File: config.mk
export PLATFORM = sky130hd
export DESIGN_NAME = pheap_level_flat
export DESIGN_NICKNAME = d
export VERILOG_FILES = /design/src/rtl/pheap_level_pkg.sv /design/src/rtl/pheap_level_if.sv /design/src/rtl/pheap_level_mem.sv /design/src/rtl/pheap_level.sv /design/src/flat_wrapper.sv
export SDC_FILE = /design/constraint.sdc
export NUM_CORES = 1
export LEC_CHECK = 0
export BUFFER_PORTS_ARGS = -buffer_cell sky130_fd_sc_hd__buf_4
export CAP_MARGIN = 25
export CORE_MARGIN = 2
export CORE_UTILIZATION = 54
export DETAILED_ROUTE_END_ITERATION = 16
export PLACE_DENSITY = 0.82
export SYNTH_ARGS = -nofsm -noshare
export SYNTH_HDL_FRONTEND = slang
export SYNTH_SLANG_ARGS = --single-unit
export TNS_END_PERCENT = 30
File: constraint.sdc
create_clock -name clk -period 4.54 [get_ports clk]
set_clock_uncertainty 0.1 [all_clocks]
set_input_delay 0.454 -clock clk [delete_from_list [all_inputs] [get_ports clk]]
set_output_delay 0.454 -clock clk [all_outputs]
set_load 0.005 [all_outputs]
File: src/rtl/pheap_level_pkg.sv
// Shared types, constants and comparison helpers for the pipelined-heap levels.
package pheap_level_pkg;

  localparam int unsigned LEVELS = 3;
  localparam int unsigned KEY_W  = 8;
  localparam int unsigned VAL_W  = 8;
  // Wide enough for the largest subtree capacity, 2^(LEVELS-1)-1.
  localparam int unsigned CAP_W  = LEVELS;

  typedef struct packed {
    logic [KEY_W-1:0] key;
    logic [VAL_W-1:0] val;
  } kv_t;

  typedef struct packed {
    kv_t              kv;
    logic [CAP_W-1:0] cap;
    logic             active;
  } entry_t;

  typedef enum logic [1:0] {
    OpLeq    = 2'd0,
    OpDeq    = 2'd1,
    OpEnqDeq = 2'd2
  } opcode_t;

  typedef enum logic [1:0] {
    DoneWait      = 2'd0,
    DoneNextLevel = 2'd1,
    DoneDone      = 2'd2
  } done_t;

  localparam kv_t    KV_EMPTY    = '{key: '0, val: '0};
  localparam kv_t    KV0         = '{key: '0, val: '0};
  localparam entry_t ENTRY_EMPTY = '{kv: KV_EMPTY, cap: '0, active: 1'b0};

  // A key/value beats an entry when the entry is empty or holds a smaller key.
  function automatic logic cmp_kv_entry_gt(kv_t a, entry_t b);
    return !b.active || (a.key > b.kv.key);
  endfunction

  // An inactive entry loses every comparison, including against another inactive one.
  function automatic logic cmp_entry_entry_gt(entry_t a, entry_t b);
    return a.active && (!b.active || (a.kv.key > b.kv.key));
  endfunction

  // Number of slots in the subtree rooted at one node of the given level.
  function automatic logic [CAP_W-1:0] subtree_cap(int unsigned level);
    int unsigned n;
    n = (32'd1 << (LEVELS - level + 1)) - 32'd1;
    return n[CAP_W-1:0];
  endfunction

endpackage

File: src/rtl/pheap_level_if.sv
// Token + child-pair read link between two adjacent heap levels.
// The upper level is the master: it drives the token and the read address,
// the lower level returns the addressed child pair.
interface pheap_level_if
  import pheap_level_pkg::*;
#(
  parameter int unsigned POS_W = 1
) ();

  localparam int unsigned RA_W = (POS_W > 1) ? POS_W - 1 : 1;

  logic            start;
  opcode_t         op;
  kv_t             kv;
  logic [POS_W-1:0] pos;
  logic [RA_W-1:0] raddr;
  entry_t          rd_l;
  entry_t          rd_r;

  modport master (
    output start, op, kv, pos, raddr,
    input  rd_l, rd_r
  );

  modport slave (
    input  start, op, kv, pos, raddr,
    output rd_l, rd_r
  );

endinterface

File: src/rtl/pheap_level_mem.sv
// Node storage for one heap level: reset-initialised register array with one
// write port, a write-first child-pair read port and a plain read of the node.
module pheap_level_mem
  import pheap_level_pkg::*;
#(
  parameter int unsigned      AW        = 1,
  parameter int unsigned      NODES     = 2,
  parameter int unsigned      RA_W      = 1,
  parameter logic [CAP_W-1:0] RESET_CAP = '1
) (
  input  logic            clk,
  input  logic            rst_n,
  input  logic            we_i,
  input  logic [AW-1:0]   waddr_i,
  input  entry_t          wdata_i,
  input  logic [RA_W-1:0] raddr_i,
  output entry_t          rd_l_o,
  output entry_t          rd_r_o,
  input  logic [AW-1:0]   taddr_i,
  output entry_t          t_o
);

  entry_t        mem_q [NODES];
  entry_t        mem_d [NODES];
  logic [AW-1:0] addr_l;
  logic [AW-1:0] addr_r;

  if (AW == 1) begin : g_root_pair
    // The level-2 pair is the whole array; the parent index carries no information.
    logic unused_raddr;
    assign unused_raddr = ^raddr_i;
    assign addr_l       = 1'b0;
    assign addr_r       = 1'b1;
  end else begin : g_pair
    assign addr_l = {raddr_i[AW-2:0], 1'b0};
    assign addr_r = {raddr_i[AW-2:0], 1'b1};
  end

  // Next memory image; reading the pair from it gives write-first bypass.
  always_comb begin
    for (int i = 0; i < NODES; i++) begin
      mem_d[i] = mem_q[i];
    end
    if (we_i) begin
      mem_d[waddr_i] = wdata_i;
    end
  end

  assign rd_l_o = mem_d[addr_l];
  assign rd_r_o = mem_d[addr_r];
  assign t_o    = mem_q[taddr_i];

  // Every node starts empty with the full capacity of its subtree.
  always_ff @(posedge clk) begin
    if (!rst_n) begin
      for (int i = 0; i < NODES; i++) begin
        mem_q[i] <= '{kv: KV_EMPTY, cap: RESET_CAP, active: 1'b0};
      end
    end else begin
      mem_q <= mem_d;
    end
  end

endmodule

File: src/rtl/pheap_level.sv
// One pipelined-heap stage (LEVEL >= 2): accepts a token from the level above,
// performs LEQ/DEQ/ENQ_DEQ on one node in a single EXEC cycle, and either
// finishes or forwards the token to the level below.
module pheap_level
  import pheap_level_pkg::*;
#(
  parameter int unsigned LEVEL = 2,
  parameter bit          LAST  = 1'b0
) (
  input  logic          clk,
  input  logic          rst_n,
  pheap_level_if.slave  up,
  pheap_level_if.master dn,
  output done_t         done,
  output logic          active,
  output logic          err
);

  localparam int unsigned      PW        = LEVEL - 1;
  localparam int unsigned      NODES     = 1 << PW;
  localparam int unsigned      RA_W      = (LEVEL > 2) ? LEVEL - 2 : 1;
  localparam logic [CAP_W-1:0] RESET_CAP = subtree_cap(LEVEL);
  localparam logic [CAP_W-1:0] CAP_ONE   = 1;

  typedef enum logic [0:0] {
    StIdle,
    StExec
  } state_e;

  state_e          state_q, state_d;
  opcode_t         op_q, op_d;
  kv_t             in_q, in_d;
  logic [PW-1:0]   pos_q, pos_d;

  entry_t          t;
  entry_t          l;
  entry_t          r;
  entry_t          wdata;
  logic            we;
  logic            endbit;
  logic            start_dn;
  kv_t             out_dn;
  logic [PW-1:0]   raddr_dn;
  logic [CAP_W-1:0] cap_dec;
  logic [CAP_W-1:0] cap_inc;
  logic            in_gt_t;
  logic            l_room;
  logic            r_room;

  pheap_level_mem #(
    .AW       (PW),
    .NODES    (NODES),
    .RA_W     (RA_W),
    .RESET_CAP(RESET_CAP)
  ) u_mem (
    .clk    (clk),
    .rst_n  (rst_n),
    .we_i   (we),
    .waddr_i(pos_q),
    .wdata_i(wdata),
    .raddr_i(up.raddr),
    .rd_l_o (up.rd_l),
    .rd_r_o (up.rd_r),
    .taddr_i(pos_q),
    .t_o    (t)
  );

  // The bottom level has no children: they look empty and full.
  assign l = LAST ? ENTRY_EMPTY : dn.rd_l;
  assign r = LAST ? ENTRY_EMPTY : dn.rd_r;

  assign dn.start = start_dn;
  assign dn.op    = op_q;
  assign dn.kv    = out_dn;
  assign dn.pos   = {pos_q, endbit};
  assign dn.raddr = raddr_dn;

  // Next-state, node update and outputs; reset forces the idle defaults so a
  // token caught mid-EXEC is never forwarded.
  always_comb begin
    state_d  = state_q;
    op_d     = op_q;
    in_d     = in_q;
    pos_d    = pos_q;
    done     = DoneDone;
    active   = 1'b0;
    err      = 1'b0;
    start_dn = 1'b0;
    out_dn   = KV_EMPTY;
    we       = 1'b0;
    wdata    = t;
    endbit   = 1'b0;
    raddr_dn = pos_q;
    cap_dec  = (t.cap == '0) ? '0 : t.cap - CAP_ONE;
    cap_inc  = (t.cap >= RESET_CAP) ? RESET_CAP : t.cap + CAP_ONE;
    in_gt_t  = cmp_kv_entry_gt(in_q, t);
    l_room   = (l.cap != '0);
    r_room   = (r.cap != '0);

    if (rst_n) begin
      unique case (state_q)
        StIdle: begin
          if (up.start) begin
            op_d     = up.op;
            in_d     = up.kv;
            pos_d    = up.pos;
            active   = 1'b1;
            done     = DoneWait;
            raddr_dn = up.pos;
            state_d  = StExec;
          end
        end
        StExec: begin
          state_d = StIdle;
          active  = 1'b1;
          we      = 1'b1;
          unique case (op_q)
            OpLeq: begin
              if (!t.active) begin
                wdata = '{kv: in_q, cap: cap_dec, active: 1'b1};
                done  = DoneDone;
              end else begin
                wdata = '{kv: (in_gt_t ? in_q : t.kv), cap: cap_dec, active: 1'b1};
                if (LAST || (!l_room && !r_room)) begin
                  // Nowhere to push the loser: it is dropped.
                  done = DoneDone;
                  err  = (t.cap == '0);
                end else begin
                  done   = DoneNextLevel;
                  out_dn = in_gt_t ? t.kv : in_q;
                  endbit = (l_room && r_room) ? cmp_entry_entry_gt(l, r) : r_room;
                end
              end
            end
            OpDeq: begin
              if (!l.active && !r.active) begin
                wdata = '{kv: KV0, cap: cap_inc, active: 1'b0};
                done  = DoneDone;
              end else begin
                endbit = cmp_entry_entry_gt(r, l);
                wdata  = '{kv: (endbit ? r.kv : l.kv), cap: cap_inc, active: 1'b1};
                done   = DoneNextLevel;
              end
            end
            OpEnqDeq: begin
              if (cmp_kv_entry_gt(in_q, l) && cmp_kv_entry_gt(in_q, r)) begin
                wdata = '{kv: in_q, cap: t.cap, active: 1'b1};
                done  = DoneDone;
              end else begin
                // The larger child necessarily beats in_q here.
                endbit = cmp_entry_entry_gt(r, l);
                wdata  = '{kv: (endbit ? r.kv : l.kv), cap: t.cap, active: 1'b1};
                out_dn = in_q;
                done   = DoneNextLevel;
              end
            end
            default: begin
              we = 1'b0;
            end
          endcase
          start_dn = (done == DoneNextLevel);
        end
        default: begin
          state_d = StIdle;
        end
      endcase
    end
  end

  // FSM state and the latched token.
  always_ff @(posedge clk) begin
    if (!rst_n) begin
      state_q <= StIdle;
      op_q    <= OpLeq;
      in_q    <= KV_EMPTY;
      pos_q   <= '0;
    end else begin
      state_q <= state_d;
      op_q    <= op_d;
      in_q    <= in_d;
      pos_q   <= pos_d;
    end
  end

endmodule

File: src/flat_wrapper.sv
// flat-port wrapper written by rule: the top's interface ports become plain ports
module pheap_level_flat import pheap_level_pkg::*;
#(
  parameter int unsigned LEVEL = 2,
  parameter bit          LAST  = 1'b0
)
  (clk, rst_n, done, active, err, up_start, up_op, up_kv, up_pos, up_raddr, up_rd_l, up_rd_r, dn_start, dn_op, dn_kv, dn_pos, dn_raddr, dn_rd_l, dn_rd_r);
  pheap_level_if #(.POS_W(1)) up_i ();
  pheap_level_if #(.POS_W(2)) dn_i ();
  input  logic clk;
  input  logic rst_n;
  output done_t done;
  output logic active;
  output logic err;
  input wire logic [$bits(up_i.start)-1:0] up_start;
  input wire logic [$bits(up_i.op)-1:0] up_op;
  input wire logic [$bits(up_i.kv)-1:0] up_kv;
  input wire logic [$bits(up_i.pos)-1:0] up_pos;
  input wire logic [$bits(up_i.raddr)-1:0] up_raddr;
  output wire logic [$bits(up_i.rd_l)-1:0] up_rd_l;
  output wire logic [$bits(up_i.rd_r)-1:0] up_rd_r;
  output wire logic [$bits(dn_i.start)-1:0] dn_start;
  output wire logic [$bits(dn_i.op)-1:0] dn_op;
  output wire logic [$bits(dn_i.kv)-1:0] dn_kv;
  output wire logic [$bits(dn_i.pos)-1:0] dn_pos;
  output wire logic [$bits(dn_i.raddr)-1:0] dn_raddr;
  input wire logic [$bits(dn_i.rd_l)-1:0] dn_rd_l;
  input wire logic [$bits(dn_i.rd_r)-1:0] dn_rd_r;
  assign up_i.start = up_start;
  assign up_i.op = up_op;
  assign up_i.kv = up_kv;
  assign up_i.pos = up_pos;
  assign up_i.raddr = up_raddr;
  assign up_rd_l = up_i.rd_l;
  assign up_rd_r = up_i.rd_r;
  assign dn_start = dn_i.start;
  assign dn_op = dn_i.op;
  assign dn_kv = dn_i.kv;
  assign dn_pos = dn_i.pos;
  assign dn_raddr = dn_i.raddr;
  assign dn_i.rd_l = dn_rd_l;
  assign dn_i.rd_r = dn_rd_r;
  pheap_level #(.LEVEL(LEVEL), .LAST(LAST)) u_core (.clk(clk), .rst_n(rst_n), .up(up_i), .dn(dn_i), .done(done), .active(active), .err(err));
endmodule
==> results.md <==
- CTS Buf Count: 9
- Final setup TNS: 0 ns
- Slew Viols, Final: 0
- First-pass GRT wire length: approximately 24000 microns
- R2R Setup Slk: around 1.3 ns
- Hpwl dp: between 10000 and 15000 microns
- Cts hold-fix bufs: 0
- Min Tclk post-route: roughly 4.1 ns
- Synth cell types: 56
- Post-synth ARST share: 0
- Root Driver: clkbuf_8
- Pleak: ~2.5 nW
- 1st-iter DRT viols: approximately 400
- Yosys warns: 0
- CP Launch Type: register
- Arr. time, crit path: 3.57 ns
- Slew @ Worst Pin: slightly above 0.8 ns
- Cells after DPL: ~800
- Multi-input gate area: 3270 sq um
- Full die area: about 9600 sq um
- Synth Register Bits: 60
- M1 GR Usage: 0.373
- DR pass1 iterations: 5
- Row Count: 34
- RSZ-0062 raised after global routing: false
- Avg Inst Size Synth: roughly 8 sq um
- Routed Antenna Nets: 0
- WL final: 15300 microns
- Final Cycle Share: 0.909
- Max FO, Critical Path: 16
- CTS Sinks: 60
- Antenna diodes: 0
- Max Freq: ~240 MHz
- R2R Path End: u_core.u_mem.mem_q[10]
- Met3 usage: 0.0687
- Initial antenna violation count: 0
- Final hold vios: 0
- Layout fillers: ~730
- Hold_sp: up_kv[1]
- Finished Core Util: 0.695
- PwrDens: around 240 nW/um^2
- WL/cell: approximately 19 microns
- H-tree Lvls: 3
- Crit end category: output port
- Port bufs: 127
- Sequential cell area: approximately 1200 sq um
- Grt total ovfl: 0
- Max-cap violations: 0
- Clk pin slew, worst setup/hold paths: ~0.070 ns
- R2R cell count: 10
- Number of gates resized after CTS: 0
- Design Area, Final: between 6000 and 7000 sq um
- Reg2reg start: u_core.pos_q
- Synth Flop Type: dfxtp_1
- Final setup vio count: 0
- Largest net degree at the start of global routing: 35
- Vias in the first global route: about 5200
- Die Wd: between 90 and 100 microns
- Routability cong.: approximately 0.9
- Net count after synthesis: 696
- Longest Clk Path Bufs: 2
- Worst endpoint required time: around 4.0 ns
- Final instance count without filler cells: approximately 820
- Io pins: roughly 130
- Global Route met2 Usage: 0.539
- Overall power: about 0.0015 W
- Hold Crit Class: primary input to register
- Die Ht: 97.9 microns
- # DRC: 0
- Nets: 808
- Hold path cells: 3
- Post-CTS setup buffers: 0
- Slew headroom: 0.446
- Total track usage: 0.312
- CORE AREA: 8640 sq um
- Clock insertion delay at the later pin of the skew report: approximately 0.35 ns
- Max VDD drop: 0.000162 V
- DP Area: approximately 5800 sq um
- Initial Util: 0.551
- Min-Delay Endpoint: u_core.in_q[1]
- Post-Syn Area: 4760 sq um
- Vias: around 5200
- Outcome: finished clean
- CTS tree: built
- Synthesized instance count: approximately 600
- Vias per cell: between 6 and 7
- EDFF count, synth: 0
- Share of cells above drive strength 1: 0.272
- Layer with the highest usage: met2
- Area grow syn2layout: 26.2%
- Register area share after synthesis: 0.252
- Critical path class: register to output port
-- state kept, by name, summed over array words and instances, names as in the netlist --
register            flops
u_core.dn.op            2
u_core.u_mem.mem_q     40
u_core.state_q          1
u_core.pos_q            1
u_core.in_q            16
-- cell type report --
type / count / area share
clock buffers: 11 / 0.0252
clock inverters: 5 / 0.0140
inverters: 31 / 0.0194
multi-input cells: 468 / 0.545
flip-flops and latches: 60 / 0.200
well taps: 108 / 0.0225
repair buffers: 139 / 0.174
-- Yosys cell counts (all sizes together) (2+ instances only) --
cell type | instances | area share
dfxtp | 60 | 0.25
o2bb2ai | 7 | 0.013
a211oi | 4 | 0.0074
nand3 | 3 | 0.0032
inv | 30 | 0.024
nor2b | 8 | 0.011
mux2 | 20 | 0.047
and3 | 2 | 0.0026
o211ai | 70 | 0.11
or3 | 4 | 0.0063
and2 | 8 | 0.011
nor4 | 4 | 0.0097
o21ai | 15 | 0.017
mux2i | 25 | 0.053
a22o | 9 | 0.017
nand4 | 8 | 0.011
a22oi | 33 | 0.052
buf | 13 | 0.019
nand2b | 4 | 0.0068
clkbuf | 25 | 0.020
ha | 36 | 0.095
a21oi | 31 | 0.035
a21boi | 19 | 0.030
nor2 | 10 | 0.0079
nor3 | 5 | 0.0074
a21o | 2 | 0.0032
a2bb2oi | 3 | 0.0068
nand2 | 125 | 0.099
-- worst max path at each step --
stage	start	to	slack, ns	depth (start not counted)
global route	u_core.pos_q	up_rd_l[9]	0.15	11
global placement	u_core.pos_q	up_rd_r[9]	0.66	11
CTS	u_core.pos_q	up_rd_l[9]	0.20	11
detailed placement	u_core.pos_q	up_rd_l[9]	0.55	11
floorplan	u_core.pos_q	up_rd_l[10]	0.88	12
finish	u_core.pos_q	up_rd_l[9]	0.41	11
-- cells by family after synthesis --
logic type | count (synthesis) | share of synthesized area
AOI/OAI and AO/OA | 202 | 0.309
adders and majority gates | 36 | 0.0947
buffers and inverters | 69 | 0.0631
DFF | 60 | 0.252
muxes | 45 | 0.0999
and+or+nand+nor | 185 | 0.181
-- per-layer routing --
layer,vias up,routed length (microns)
li1,2440,-
met1,2462,6140
met2,272,7520
met3,37,1180
met4,0,402
met5,-,0
-- cell usage in the layout (no fill, tap or decap), types with 2 or more instances in the layout --
cell type / count
o21ai_2: 2
nor4_1: 2
a21oi_1: 30
inv_1: 30
clkinvlp_4: 2
or3_1: 3
buf_4: 139
o2bb2ai_1: 7
mux2i_1: 25
and2_1: 8
o21ai_0: 12
nor2_1: 10
nand2b_1: 3
a22oi_1: 33
nand4_1: 8
a211oi_1: 3
a2bb2oi_2: 3
ha_1: 36
dfxtp_1: 59
nand2_1: 124
nor3_1: 2
clkbuf_8: 11
a21o_1: 2
o211ai_1: 70
nor3_2: 3
nand3_1: 3
bufinv_16: 2
a22o_1: 9
a21boi_0: 19
and3_1: 2
nor2b_1: 8
mux2_2: 20
-- report_power, final --
group	switching, W	leakage (nW)	internal [W]
sequential	0.0000308	0.488	0.000544
combinational	0.000171	1.90	0.000141
clock	0.000235	0.112	0.000340
total	0.000437	2.50	0.00103
-- worst max-delay path: stages (launching register included) --
cell and delay, ns:
dfxtp_2 0.61, mux2i_1 0.38, ha_1 0.30, nor2b_1 0.14, o211ai_1 0.19, a211oi_2 0.15
nor3_2 0.17, buf_4 0.31, mux2_2 0.39, a22oi_1 0.22, o211ai_1 0.18, buf_4 0.18
-- stage by stage --
stage	setup WS, ns	hold slack (ns)
3_5_place_dp	0.546	0.388
2_1_floorplan	0.876	0.359
5_1_grt	0.145	0.250
4_1_cts	0.200	0.255
3_3_place_gp	0.664	0.370
6_report	0.412	0.257
No activity file was read; power rests on OpenSTA's default activity.
